File: config.mk
export PLATFORM = sky130hd
export DESIGN_NAME = fir_channel_arbiter
export DESIGN_NICKNAME = d
export VERILOG_FILES = /design/src/rtl/fir_channel_arbiter.sv
export SDC_FILE = /design/constraint.sdc
export NUM_CORES = 1
export LEC_CHECK = 0
export ABC_CLOCK_PERIOD_IN_PS = 4000
export CAP_MARGIN = 20
export CORE_MARGIN = 2
export CORE_UTILIZATION = 32
export CTS_BUF_LIST = sky130_fd_sc_hd__clkbuf_8 sky130_fd_sc_hd__clkbuf_16
export DETAILED_ROUTE_END_ITERATION = 7
export DONT_BUFFER_PORTS = 1
export GPL_TIMING_DRIVEN = 1
export PLACE_DENSITY_LB_ADDON = 0.2
export SLEW_MARGIN = 0
export SYNTH_ARGS = -nofsm -noshare
export SYNTH_HDL_FRONTEND = slang
export SYNTH_SLANG_ARGS = --single-unit
File: constraint.sdc
create_clock -name i_clk -period 4 [get_ports i_clk]
set_clock_uncertainty 0.05 [all_clocks]
set_input_delay 0.8 -clock i_clk [delete_from_list [all_inputs] [get_ports i_clk]]
set_output_delay 0.8 -clock i_clk [all_outputs]
set_load 0.01 [all_outputs]
File: src/rtl/fir_channel_arbiter.sv
// Shares one FIR between two word channels: round-robin onto the FIR input, tag-FIFO routing of results.
// Zero added latency on both paths; a full tag FIFO or a stalled head-channel serializer backpressures the FIR.
module fir_channel_arbiter #(
  parameter int DATA_WIDTH = 16,
  parameter int TAG_DEPTH  = 8,
  parameter int CNT_WIDTH  = 4
) (
  input  logic                  i_clk,
  input  logic                  i_rst,
  input  logic                  i_en,
  input  logic [DATA_WIDTH-1:0] iv_din0,
  input  logic [DATA_WIDTH-1:0] iv_din1,
  input  logic                  i_din0_valid,
  input  logic                  i_din1_valid,
  output logic                  o_ready0,
  output logic                  o_ready1,
  output logic [DATA_WIDTH-1:0] ov_fir_din,
  output logic                  o_fir_din_valid,
  input  logic                  i_fir_ready,
  input  logic [DATA_WIDTH-1:0] iv_fir_dout,
  input  logic                  i_fir_dout_valid,
  output logic                  o_fir_ready,
  output logic [DATA_WIDTH-1:0] ov_dout0,
  output logic [DATA_WIDTH-1:0] ov_dout1,
  output logic                  o_dout0_valid,
  output logic                  o_dout1_valid,
  input  logic                  i_ready0,
  input  logic                  i_ready1,
  output logic [CNT_WIDTH-1:0]  ov_outstanding,
  output logic                  o_err
);

  localparam int PTR_W = (TAG_DEPTH > 1) ? $clog2(TAG_DEPTH) : 1;
  localparam logic [CNT_WIDTH-1:0] DEPTH_CNT = CNT_WIDTH'(TAG_DEPTH);

  logic [TAG_DEPTH-1:0] tag_q;
  logic [PTR_W-1:0]     wr_ptr;
  logic [PTR_W-1:0]     rd_ptr;
  logic [CNT_WIDTH-1:0] count;
  logic                 last_grant;
  logic                 err_q;

  logic live;
  logic any_req;
  logic grant;
  logic can_push;
  logic push;
  logic pop;
  logic nonempty;
  logic head;
  logic head_ready;

  // Reset forces every valid/ready low, so fold it into the enable.
  assign live = i_en & ~i_rst;

  // Both requesting: the channel not granted last wins.
  always_comb begin
    grant = 1'b0;
    if (i_din0_valid && i_din1_valid) begin
      grant = ~last_grant;
    end else if (i_din1_valid) begin
      grant = 1'b1;
    end
  end

  assign any_req         = i_din0_valid | i_din1_valid;
  assign can_push        = live & (count < DEPTH_CNT);
  assign o_fir_din_valid = can_push & any_req;
  assign push            = o_fir_din_valid & i_fir_ready;
  assign o_ready0        = push & ~grant;
  assign o_ready1        = push & grant;

  always_comb begin
    ov_fir_din = '0;
    if (any_req) begin
      ov_fir_din = grant ? iv_din1 : iv_din0;
    end
  end

  assign nonempty   = (count != '0);
  assign head       = tag_q[rd_ptr];
  assign head_ready = head ? i_ready1 : i_ready0;

  assign o_fir_ready   = live & nonempty & head_ready;
  assign o_dout0_valid = live & nonempty & ~head & i_fir_dout_valid;
  assign o_dout1_valid = live & nonempty & head & i_fir_dout_valid;
  assign ov_dout0      = head ? '0 : iv_fir_dout;
  assign ov_dout1      = head ? iv_fir_dout : '0;
  assign pop           = i_fir_dout_valid & o_fir_ready;

  assign ov_outstanding = count;
  assign o_err          = err_q;

  always_ff @(posedge i_clk) begin
    if (i_rst) begin
      tag_q      <= '0;
      wr_ptr     <= '0;
      rd_ptr     <= '0;
      count      <= '0;
      last_grant <= 1'b1;
      err_q      <= 1'b0;
    end else begin
      if (push) begin
        tag_q[wr_ptr] <= grant;
        wr_ptr        <= wr_ptr + PTR_W'(1);
        last_grant    <= grant;
      end
      if (pop) begin
        rd_ptr <= rd_ptr + PTR_W'(1);
      end
      case ({push, pop})
        2'b10:   count <= count + CNT_WIDTH'(1);
        2'b01:   count <= count - CNT_WIDTH'(1);
        default: count <= count;
      endcase
      // A result with no tag to route it is unrecoverable until reset.
      if (i_fir_dout_valid && i_en && !nonempty) begin
        err_q <= 1'b1;
      end
    end
  end

endmodule

==> results.tsv, run 1 <==
stage	metric	value	unit
status	status	finished, final reports clean	
floorplan	dieArea	5350	sq um
timing	timing.final.crit_period	3.34	ns
floorplan	start_util	32.8	%
drt	vias	1349	
floorplan	io_pins	116	
critical_path	timing.rr.end	ov_outstanding[2]	
min_path	hold_depth	2	
global_routing	grtUsageTotal	11.3	%
critical_path	reg2reg_depth	10	
timing	worst_pin_slew	0.483	ns
min_path	timing.hold.worst.start	tag_q[5]	
floorplan	coreArea	4660	sq um
synth	avgSynthCellArea	7.39	sq um
job	cap_violations	0	
power	leakage	0.626	nW
synth	syn-cell-area	1530	sq um
critical_path	end_kind	register	
clock_tree	numCtsBuffers	3	
synth	seq_area_frac_synth	26.2	%
timing	slew_viol_final	0	
place	port_buffers	0	
clock_tree	clock-root-buffer	clkbuf_8	
critical_path	crit_required	4.15	ns
timing	hold_violations	0	
clock_tree	cts_tree	built	
clock_tree	cts_buffer_depth	2	
cells_and_area	drive_above_1_share	6.06	%
floorplan	die_w	73.2	um
cells_and_area	fin_nets	261	
global_routing	antenna_found_initial	0	
global_routing	grt_pass1_wl	4.82	mm
place	gp_congestion	0.742	
clock_tree	path_clk_slew	0.08	ns
place	place_hpwl	2.53	mm
drt	antenna_left	0	
power	vdd_ir_drop_max	88.1	uV
cells_and_area	final_cells	252	
global_routing	grt_pass1_vias	1030	
timing	max_slew_margin	67.1	%
critical_path	crit_path_start_kind	register	
min_path	hold_path_class	reg2reg	
min_path	min_to	tag_q[5]	
timing	period_share	83.4	%
critical_path	crit_fanout	19	
synth	synth_warnings	0	
floorplan	num_rows	25	
drt	viasPerCell	5.35	
critical_path	r2r-start	rd_ptr[0]	
synth	syn_inst	207	
timing	setup_viol	0	
cells_and_area	diodes	0	
drt	drc	0	
timing	fmax	0.300	GHz
critical_path	critPathKind	reg2reg	
drt	drtPass1Iterations	4	
floorplan	fp.dieH	73.2	um
synth	ys_ff_latch	20	
clock_tree	postCtsSetupBuffers	0	
timing	grt_setup_unrepaired	false	
drt	wl	3.33	mm
clock_tree	clk_latency	0.26	ns
critical_path	r2r_setup_slack	0.66	ns
drt	wl_per_cell	13.2	um
synth	synth_cell_types	32	
place	dpl.cell_count	248	
clock_tree	cts_resized	0	
cells_and_area	area_growth	6.30	%
drt	drt_iter0_drc	36	
global_routing	grt-ovfl-total	0	
clock_tree	cts_sinks	20	
clock_tree	postCtsHoldBufs	0	
critical_path	arrival	3.48	ns
timing	fin_setup_tns	0	ns
power	powerDensity	291	nW/um^2
synth	synth_nets	269	
clock_tree	cts-htree-levels	1	
global_routing	grt_max_degree	43	
-- metal layers --
metal / vias up / track usage (%) / part of all wire [%]
met5: - / 0 / 0
met4: 0 / 2.47 / 0.36
met3: 2 / 4.01 / 6.8
met2: 57 / 19.7 / 49
met1: 611 / 13.2 / 44
li1: 679 / - / -
-- registers in the layout, summed over array words and instances (netlist names) --
| name | count |
|---|---|
| wr_ptr | 3 |
| ov_outstanding | 4 |
| last_grant | 1 |
| o_err | 1 |
| rd_ptr | 3 |
| tag_q | 8 |
-- where the power goes --
part	switching [mW]	internal [mW]
registers	0.00528	0.202
logic	0.0418	0.0220
clock network	0.0693	0.134
-- cell usage after synthesis (all sizes together) --
| master | number | share of area (%) |
|---|---|---|
| nor3 | 4 | 1.3 |
| ha | 5 | 4.1 |
| nor2b | 2 | 0.82 |
| buf | 1 | 0.33 |
| a21boi | 1 | 0.49 |
| mux4 | 2 | 2.9 |
| nand2b | 1 | 0.41 |
| or3 | 1 | 0.41 |
| or4 | 1 | 0.49 |
| a31oi | 1 | 0.41 |
| nor2 | 20 | 4.9 |
| nor4 | 2 | 0.82 |
| xor2 | 4 | 2.3 |
| and2 | 33 | 13 |
| nand2 | 41 | 10 |
| nand4 | 3 | 1.2 |
| nor4b | 4 | 3.3 |
| nand3 | 3 | 0.98 |
| mux2i | 13 | 9.6 |
| a211o | 3 | 1.7 |
| nand4b | 1 | 0.57 |
| clkbuf | 13 | 3.2 |
| a21oi | 4 | 1.3 |
| xnor2 | 3 | 1.7 |
| inv | 2 | 0.49 |
| and4b | 1 | 0.65 |
| o21ai | 18 | 5.9 |
| dfxtp | 20 | 26 |
-- layout by cell type, fill, tap and decap left out, types with 4 or more instances in the layout --
| cell type | n |
|---|---|
| nand2_1 | 41 |
| o21ai_0 | 18 |
| ha_1 | 5 |
| nor3_1 | 4 |
| nor2_1 | 20 |
| xor2_1 | 4 |
| mux2i_1 | 11 |
| dfxtp_1 | 20 |
| a21oi_1 | 4 |
| and2_1 | 33 |
-- area by class of cell --
class                      instances  area (sq um)
clock inverter                     1          30.0
tap                               54          67.6
fill                             487          3030
multi-input combinational        171          1070
inverter                           2          7.51
sequential                        20           400
clock buffer                       3          41.3
timing repair buffer               1          7.51
-- cells by family after synthesis --
| family | after synthesis | share of synthesized area (%) |
|---|---|---|
| compound gates | 27 | 9.81 |
| xor+xnor | 7 | 4.01 |
| fa+ha+maj | 5 | 4.09 |
| buf+inv | 16 | 4.01 |
| flops | 20 | 26.2 |
| mux | 15 | 12.5 |
| simple gates | 117 | 39.4 |
-- through the flow --
step           area, sq um  hold slack, ns  setup WS [ns]  utilization, %  total power, mW
2_1_floorplan         1530           0.386           1.05               -            0.273
3_3_place_gp          1560           0.422          0.714            33.4            0.276
3_5_place_dp          1560           0.432          0.641            33.4            0.276
4_1_cts               1630           0.454          0.619            34.9            0.484
5_1_grt               1630           0.471          0.446            34.9            0.497
6_report              1630           0.451          0.663            34.9            0.474
-- worst max-delay path by stage --
| stage | depth (start not counted) | slack (ns) | to | from |
|---|---|---|---|---|
| after CTS | 10 | 0.62 | ov_outstanding[2] | rd_ptr[0] |
| final | 10 | 0.66 | ov_outstanding[2] | rd_ptr[0] |
| after floorplan | 10 | 1.05 | ov_outstanding[2] | rd_ptr[0] |
| after detailed placement | 10 | 0.64 | ov_outstanding[2] | rd_ptr[0] |
| after global placement | 10 | 0.71 | ov_outstanding[2] | rd_ptr[0] |
| after global routing | 10 | 0.45 | ov_outstanding[2] | rd_ptr[0] |
-- critical path, stage by stage (launching register included) --
cell	delay [ns]
dfxtp_1	0.44
mux4_2	0.57
mux2i_4	0.43
mux2i_2	0.47
ha_1	0.34
xor2_1	0.17
ha_1	0.16
a21oi_1	0.04
xor2_1	0.16
or3_1	0.30
a21oi_1	0.13
Note: power is estimated with default switching activity, not from simulation.
==> inputs of run 2 (changes only) <==
--- a/config.mk
+++ b/config.mk
@@ -5,7 +5,8 @@
 export SDC_FILE = /design/constraint.sdc
 export NUM_CORES = 1
 export LEC_CHECK = 0
-export ABC_CLOCK_PERIOD_IN_PS = 4000
+export ABC_AREA = 1
+export ABC_CLOCK_PERIOD_IN_PS = 3100
 export CAP_MARGIN = 20
 export CORE_MARGIN = 2
 export CORE_UTILIZATION = 32
==> constraint.sdc (replaced) <==
create_clock -name i_clk -period 3.1 [get_ports i_clk]
set_clock_uncertainty 0.05 [all_clocks]
set_input_delay 0.62 -clock i_clk [delete_from_list [all_inputs] [get_ports i_clk]]
set_output_delay 0.62 -clock i_clk [all_outputs]
set_load 0.01 [all_outputs]
==> results.tsv, run 2 <==
stage	metric	value	unit
clock_tree	cts_resized	0	
min_path	timing.hold.worst.start	i_rst	
synth	synth.most_common_cell	nand2_1	
timing	grt_setup_unrepaired	false	
synth	avgSynthCellArea	5.93	sq um
drt	viasPerCell	5.04	
timing	fin_ws	0.459	ns
power	power	672	uW
synth	yosysTopAreaCell	dfxtp_1	
critical_path	crit_family	simple AND/OR/NAND/NOR gates	
drt	drtPass1Iterations	4	
synth	synth_cell_types	26	
critical_path	r2r-start	rd_ptr[0]	
floorplan	start_util	33.1	%
clock_tree	cts_tree	built	
critical_path	end_kind	output pin	
synth	synth.area.top_cells	dfxtp_1 (26%), nand2_1 (14%), nor2_1 (11%)	
cells_and_area	largest_reg_flops	8	
clock_tree	cts_buffer_depth	2	
synth	synth_commonest_cells	nand2_1 (58), nor2_1 (45), inv_1 (38)	
synth	synth_warnings	0	
floorplan	coreArea	4690	sq um
critical_path	crit_required	2.43	ns
cells_and_area	layout_commonest_cell	nand2_1	
critical_path	worst-path-buf-inv	1	
drt	drc	0	
critical_path	cpMaxStageDelayCell	nor4_1	
cells_and_area	final_cells	314	
clock_tree	path_clk_slew	0.08	ns
clock_tree	postCtsSetupBuffers	0	
timing	worst_pin_slew	0.686	ns
global_routing	grt_pass1_wl	6.00	mm
synth	synth_top_area_share	25.8	%
cells_and_area	most-common-layout-cells	nand2_1 (58), nor2_1 (45), inv_1 (38)	
drt	vias	1582	
cells_and_area	top_register	tag_q	
global_routing	grtUsageTotal	14.1	%
min_path	hold_path_class	in2reg	
cells_and_area	design_area	1670	sq um
synth	syn-cell-area	1550	sq um
critical_path	path_cells	nand2_1 > nand3_1 > nand3_2 > nand2_4 > inv_2 > nor4_1	
global_routing	grt_max_degree	26	
power	powerDensity	403	nW/um^2
critical_path	crit_path_start_kind	register	
cells_and_area	area_growth	7.41	%
min_path	hold_depth	1	
synth	syn_inst	262	
clock_tree	clk_latency	0.26	ns
cells_and_area	finish.utilization	35.5	%
clock_tree	cts_sinks	20	
cells_and_area	diodes	0	
place	port_buffers	0	
critical_path	timing.rr.end	ov_outstanding[3]	
global_routing	antenna_found_initial	0	
critical_path	critPathKind	reg2out	
timing	fmax	0.379	GHz
cells_and_area	nFillCells	515	
global_routing	grt-ovfl-total	0	
clock_tree	cts-htree-levels	1	
critical_path	crit_fanout	19	
synth	ys_ff_latch	20	
place	placed_area	1600	sq um
timing	fin_setup_tns	0	ns
critical_path	slowest_delay	0.52	ns
job	cap_violations	0	
place	place_hpwl	3.07	mm
timing	timing.final.crit_period	2.64	ns
timing	hold_violations	0	
timing	max_slew_margin	54.2	%
cells_and_area	drive_above_1_share	8.85	%
drt	antenna_left	0	
cells_and_area	fin_nets	323	
critical_path	worstSetupPathDepth	6	
timing	holdWs	0.363	ns
clock_tree	postCtsHoldBufs	0	
timing	setup_viol	0	
synth	synth_nets	324	
drt	drt_iter0_drc	43	
floorplan	dieArea	5430	sq um
status	status	finished, final reports clean	
timing	slew_viol_final	0	
place	gp_congestion	0.797	
floorplan	fp.dieH	73.7	um
place	dp_worst_setup_slack	0.540	ns
global_routing	grt_pass1_vias	1284	
clock_tree	numCtsBuffers	3	
power	leakage	0.828	nW
critical_path	r2r_setup_slack	0.58	ns
synth	seq_area_frac_synth	25.8	%
synth	synthArstFlopShare	0	%
critical_path	arrival	1.97	ns
clock_tree	clock-root-buffer	clkbuf_8	
timing	period_share	85.2	%
power	vdd_ir_drop_max	143	uV
place	dpl.cell_count	310	
critical_path	reg2reg_depth	13	
drt	wl_per_cell	12.2	um
floorplan	io_pins	116	
min_path	min_to	ov_outstanding[3]	
synth	synth_edf_count	0	
synth	ys.flop_type	dfxtp_1	
drt	wl	3.83	mm
floorplan	die_w	73.7	um
floorplan	num_rows	25	
[run 2: cell types whose count changed in the layout (fill, tap and decap cells not counted), sizes merged, moves of 3 or more]
cell,previous run,this run
xnor2,3,0
a21oi,4,21
o21ai,18,15
nor2,20,48
nand3,3,28
and2,33,0
nand2,41,63
a211o,3,0
mux2i,13,0
nor4b,4,0
inv,2,41
[run 2: kinds of logic (layout without fill, tap and decap cells)]
logic type,after synthesis,in the layout,share of synthesized area (%)
AO/OA/AOI/OAI,37,37,12.3
AND/OR/NAND/NOR,145,145,42.1
adder cells (fa/ha/maj),5,5,4.03
XOR/XNOR,5,5,2.82
buffers and inverters,50,48,12.9
flip-flops,20,20,25.8
[run 2: report_power, final]
group	switching [mW]	total, mW	internal (mW)
sequential	0.00991	0.273	0.263
clock	0.0945	0.267	0.173
combinational	0.0955	0.131	0.0359
[run 2: layout make-up]
class / instances / area, sq um / area share [%]
multi-input cells: 192 / 952 / 57.1
clock inverters: 1 / 30.0 / 1.80
repair buffers: 3 / 22.5 / 1.35
clock buffers: 3 / 41.3 / 2.48
flip-flops and latches: 20 / 400 / 24.0
inverters: 41 / 154 / 9.23
well taps: 54 / 67.6 / 4.05
[run 2: layer usage]
layer	wire length, um	GRT usage (%)	vias up
met4	57	4.85	0
met3	397	3.43	5
met2	1680	24.3	100
li1	-	-	815
met1	1690	17.1	662
met5	0	0	-
[run 2: worst max-delay path by stage]
stage / start / endpoint / slack, ns
5_1_grt: rd_ptr[0] / o_dout0_valid / 0.21
3_3_place_gp: i_rst / ov_outstanding[3] / 0.62
4_1_cts: rd_ptr[0] / o_dout0_valid / 0.43
6_report: rd_ptr[0] / o_dout0_valid / 0.46
3_5_place_dp: i_rst / ov_outstanding[3] / 0.54
2_1_floorplan: i_din0_valid / ov_outstanding[2] / 0.67
[run 2: worst reg2reg max path, delay by kind of cell (launching register included)]
family | cells | cell delay (ns)
simple gates | 8 | 0.86
fa+ha+maj | 1 | 0.31
compound gates | 2 | 0.35
xor+xnor | 2 | 0.39
flops | 1 | 0.50
==> inputs of run 3 (changes only) <==
--- a/config.mk
+++ b/config.mk
@@ -6,7 +6,7 @@
 export NUM_CORES = 1
 export LEC_CHECK = 0
 export ABC_AREA = 1
-export ABC_CLOCK_PERIOD_IN_PS = 3100
+export ABC_CLOCK_PERIOD_IN_PS = 2350
 export CAP_MARGIN = 20
 export CORE_MARGIN = 2
 export CORE_UTILIZATION = 32
==> constraint.sdc (replaced) <==
create_clock -name i_clk -period 2.35 [get_ports i_clk]
set_clock_uncertainty 0.05 [all_clocks]
set_input_delay 0.47 -clock i_clk [delete_from_list [all_inputs] [get_ports i_clk]]
set_output_delay 0.47 -clock i_clk [all_outputs]
set_load 0.01 [all_outputs]
==> results.tsv, run 3 (synthesis results as in run 2) <==
stage	metric	value	unit
drt	drc	0	
min_path	hold_path_class	in2reg	
timing	holdWs	0.222	ns
floorplan	coreArea	4690	sq um
cells_and_area	final_cells	330	
floorplan	start_util	33.1	%
global_routing	antenna_found_initial	0	
clock_tree	numCtsBuffers	3	
place	place_hpwl	3.25	mm
critical_path	arrival	1.71	ns
timing	slew_viol_final	0	
clock_tree	cts_tree	built	
cells_and_area	fin_nets	339	
drt	drt_iter0_drc	39	
power	leakage	0.912	nW
drt	wl	3.96	mm
critical_path	crit_fanout	18	
clock_tree	path_clk_slew	0.08	ns
cells_and_area	design_area	1810	sq um
timing	period_share	94.8	%
clock_tree	clk_latency	0.26	ns
clock_tree	clock-root-buffer	clkbuf_8	
clock_tree	postCtsHoldBufs	0	
global_routing	grtUsageTotal	14.0	%
critical_path	end_kind	output pin	
power	powerDensity	498	nW/um^2
timing	hold_violations	0	
cells_and_area	top_register	tag_q	
timing	grt_setup_unrepaired	true	
critical_path	r2r_setup_slack	0.23	ns
floorplan	dieArea	5430	sq um
critical_path	critPathKind	reg2out	
status	status	finished, final reports clean	
cells_and_area	diodes	0	
drt	wl_per_cell	12.0	um
clock_tree	cts_buffer_depth	2	
power	vdd_ir_drop_max	208	uV
floorplan	io_pins	116	
place	dpl.cell_count	326	
critical_path	crit_path_start_kind	register	
clock_tree	cts_sinks	20	
clock_tree	cts_resized	0	
critical_path	crit_required	1.83	ns
clock_tree	cts-htree-levels	1	
timing	fmax	0.449	GHz
floorplan	fp.dieH	73.7	um
timing	fin_setup_tns	0	ns
cells_and_area	most-common-layout-cells	nand2_1 (58), nor2_1 (42), inv_1 (38)	
drt	vias	1664	
timing	max_slew_margin	68.1	%
place	placed_area	1720	sq um
global_routing	grt_max_degree	19	
timing	setup_viol	0	
global_routing	grt_pass1_wl	5.95	mm
timing	worst_pin_slew	0.478	ns
global_routing	grt-ovfl-total	0	
clock_tree	postCtsSetupBuffers	0	
place	port_buffers	0	
cells_and_area	drive_above_1_share	16.7	%
global_routing	grt_pass1_vias	1343	
floorplan	num_rows	25	
job	cap_violations	0	
cells_and_area	largest_reg_flops	8	
cells_and_area	layout_commonest_cell	nand2_1	
timing	timing.final.crit_period	2.23	ns
drt	drtPass1Iterations	5	
drt	viasPerCell	5.04	
cells_and_area	area_growth	16.4	%
floorplan	die_w	73.7	um
drt	antenna_left	0	
place	gp_congestion	0.778	
==> run 3: cell types whose count changed in the layout (fill, tap and decap cells not counted), sizes merged <==
cell  change
buf      +16
==> run 3: critical path, stage by stage (launching register included) <==
cell and delay [ns]:
dfxtp_2 0.35, inv_2 0.08, nand2_1 0.05, nand3_1 0.08
nand3_2 0.11, nand2_4 0.10, buf_4 0.21, inv_2 0.06
buf_4 0.19, nor2_1 0.21
==> run 3: final cells by class <==
cell class	instances	area [sq um]
sequential	20	403
multi-input combinational	192	968
tap	54	67.6
fill	502	2890
clock inverter	1	30.0
inverter	41	154
timing repair buffer	19	143
clock buffer	3	41.3
==> run 3: final timing paths <==
kind                                start                 to  cells past startpoint
worst max-delay path            rd_ptr[0]        ov_dout0[2]                      9
worst min-delay path                i_rst              o_err                      1
worst max register to register  rd_ptr[0]  ov_outstanding[3]                     14
worst min register to register   tag_q[5]           tag_q[5]                      2
==> run 3: per-stage QoR <==
| stage | setup slack (ns) | total power, mW | utilization, % |
|---|---|---|---|
| after global placement | 0.182 | 0.559 | 36.6 |
| after floorplan | 0.0687 | 0.521 | - |
| after global routing | -0.00175 | 0.946 | 38.5 |
| after detailed placement | 0.151 | 0.560 | 36.6 |
| after CTS | 0.0590 | 0.908 | 38.1 |
| final | 0.121 | 0.901 | 38.5 |
==> run 3: metal layers <==
metal | part of all wire, % | global-route usage [%]
met1 | 43 | 16.8
met5 | 0 | 0
met4 | 0.98 | 4.24
met3 | 11 | 2.61
met2 | 45 | 25.2
==> run 3: where the power goes <==
group / switching (mW) / internal, mW
Clock: 0.119 / 0.227
Combinational: 0.138 / 0.0619
Sequential: 0.00686 / 0.348
Total: 0.264 / 0.637
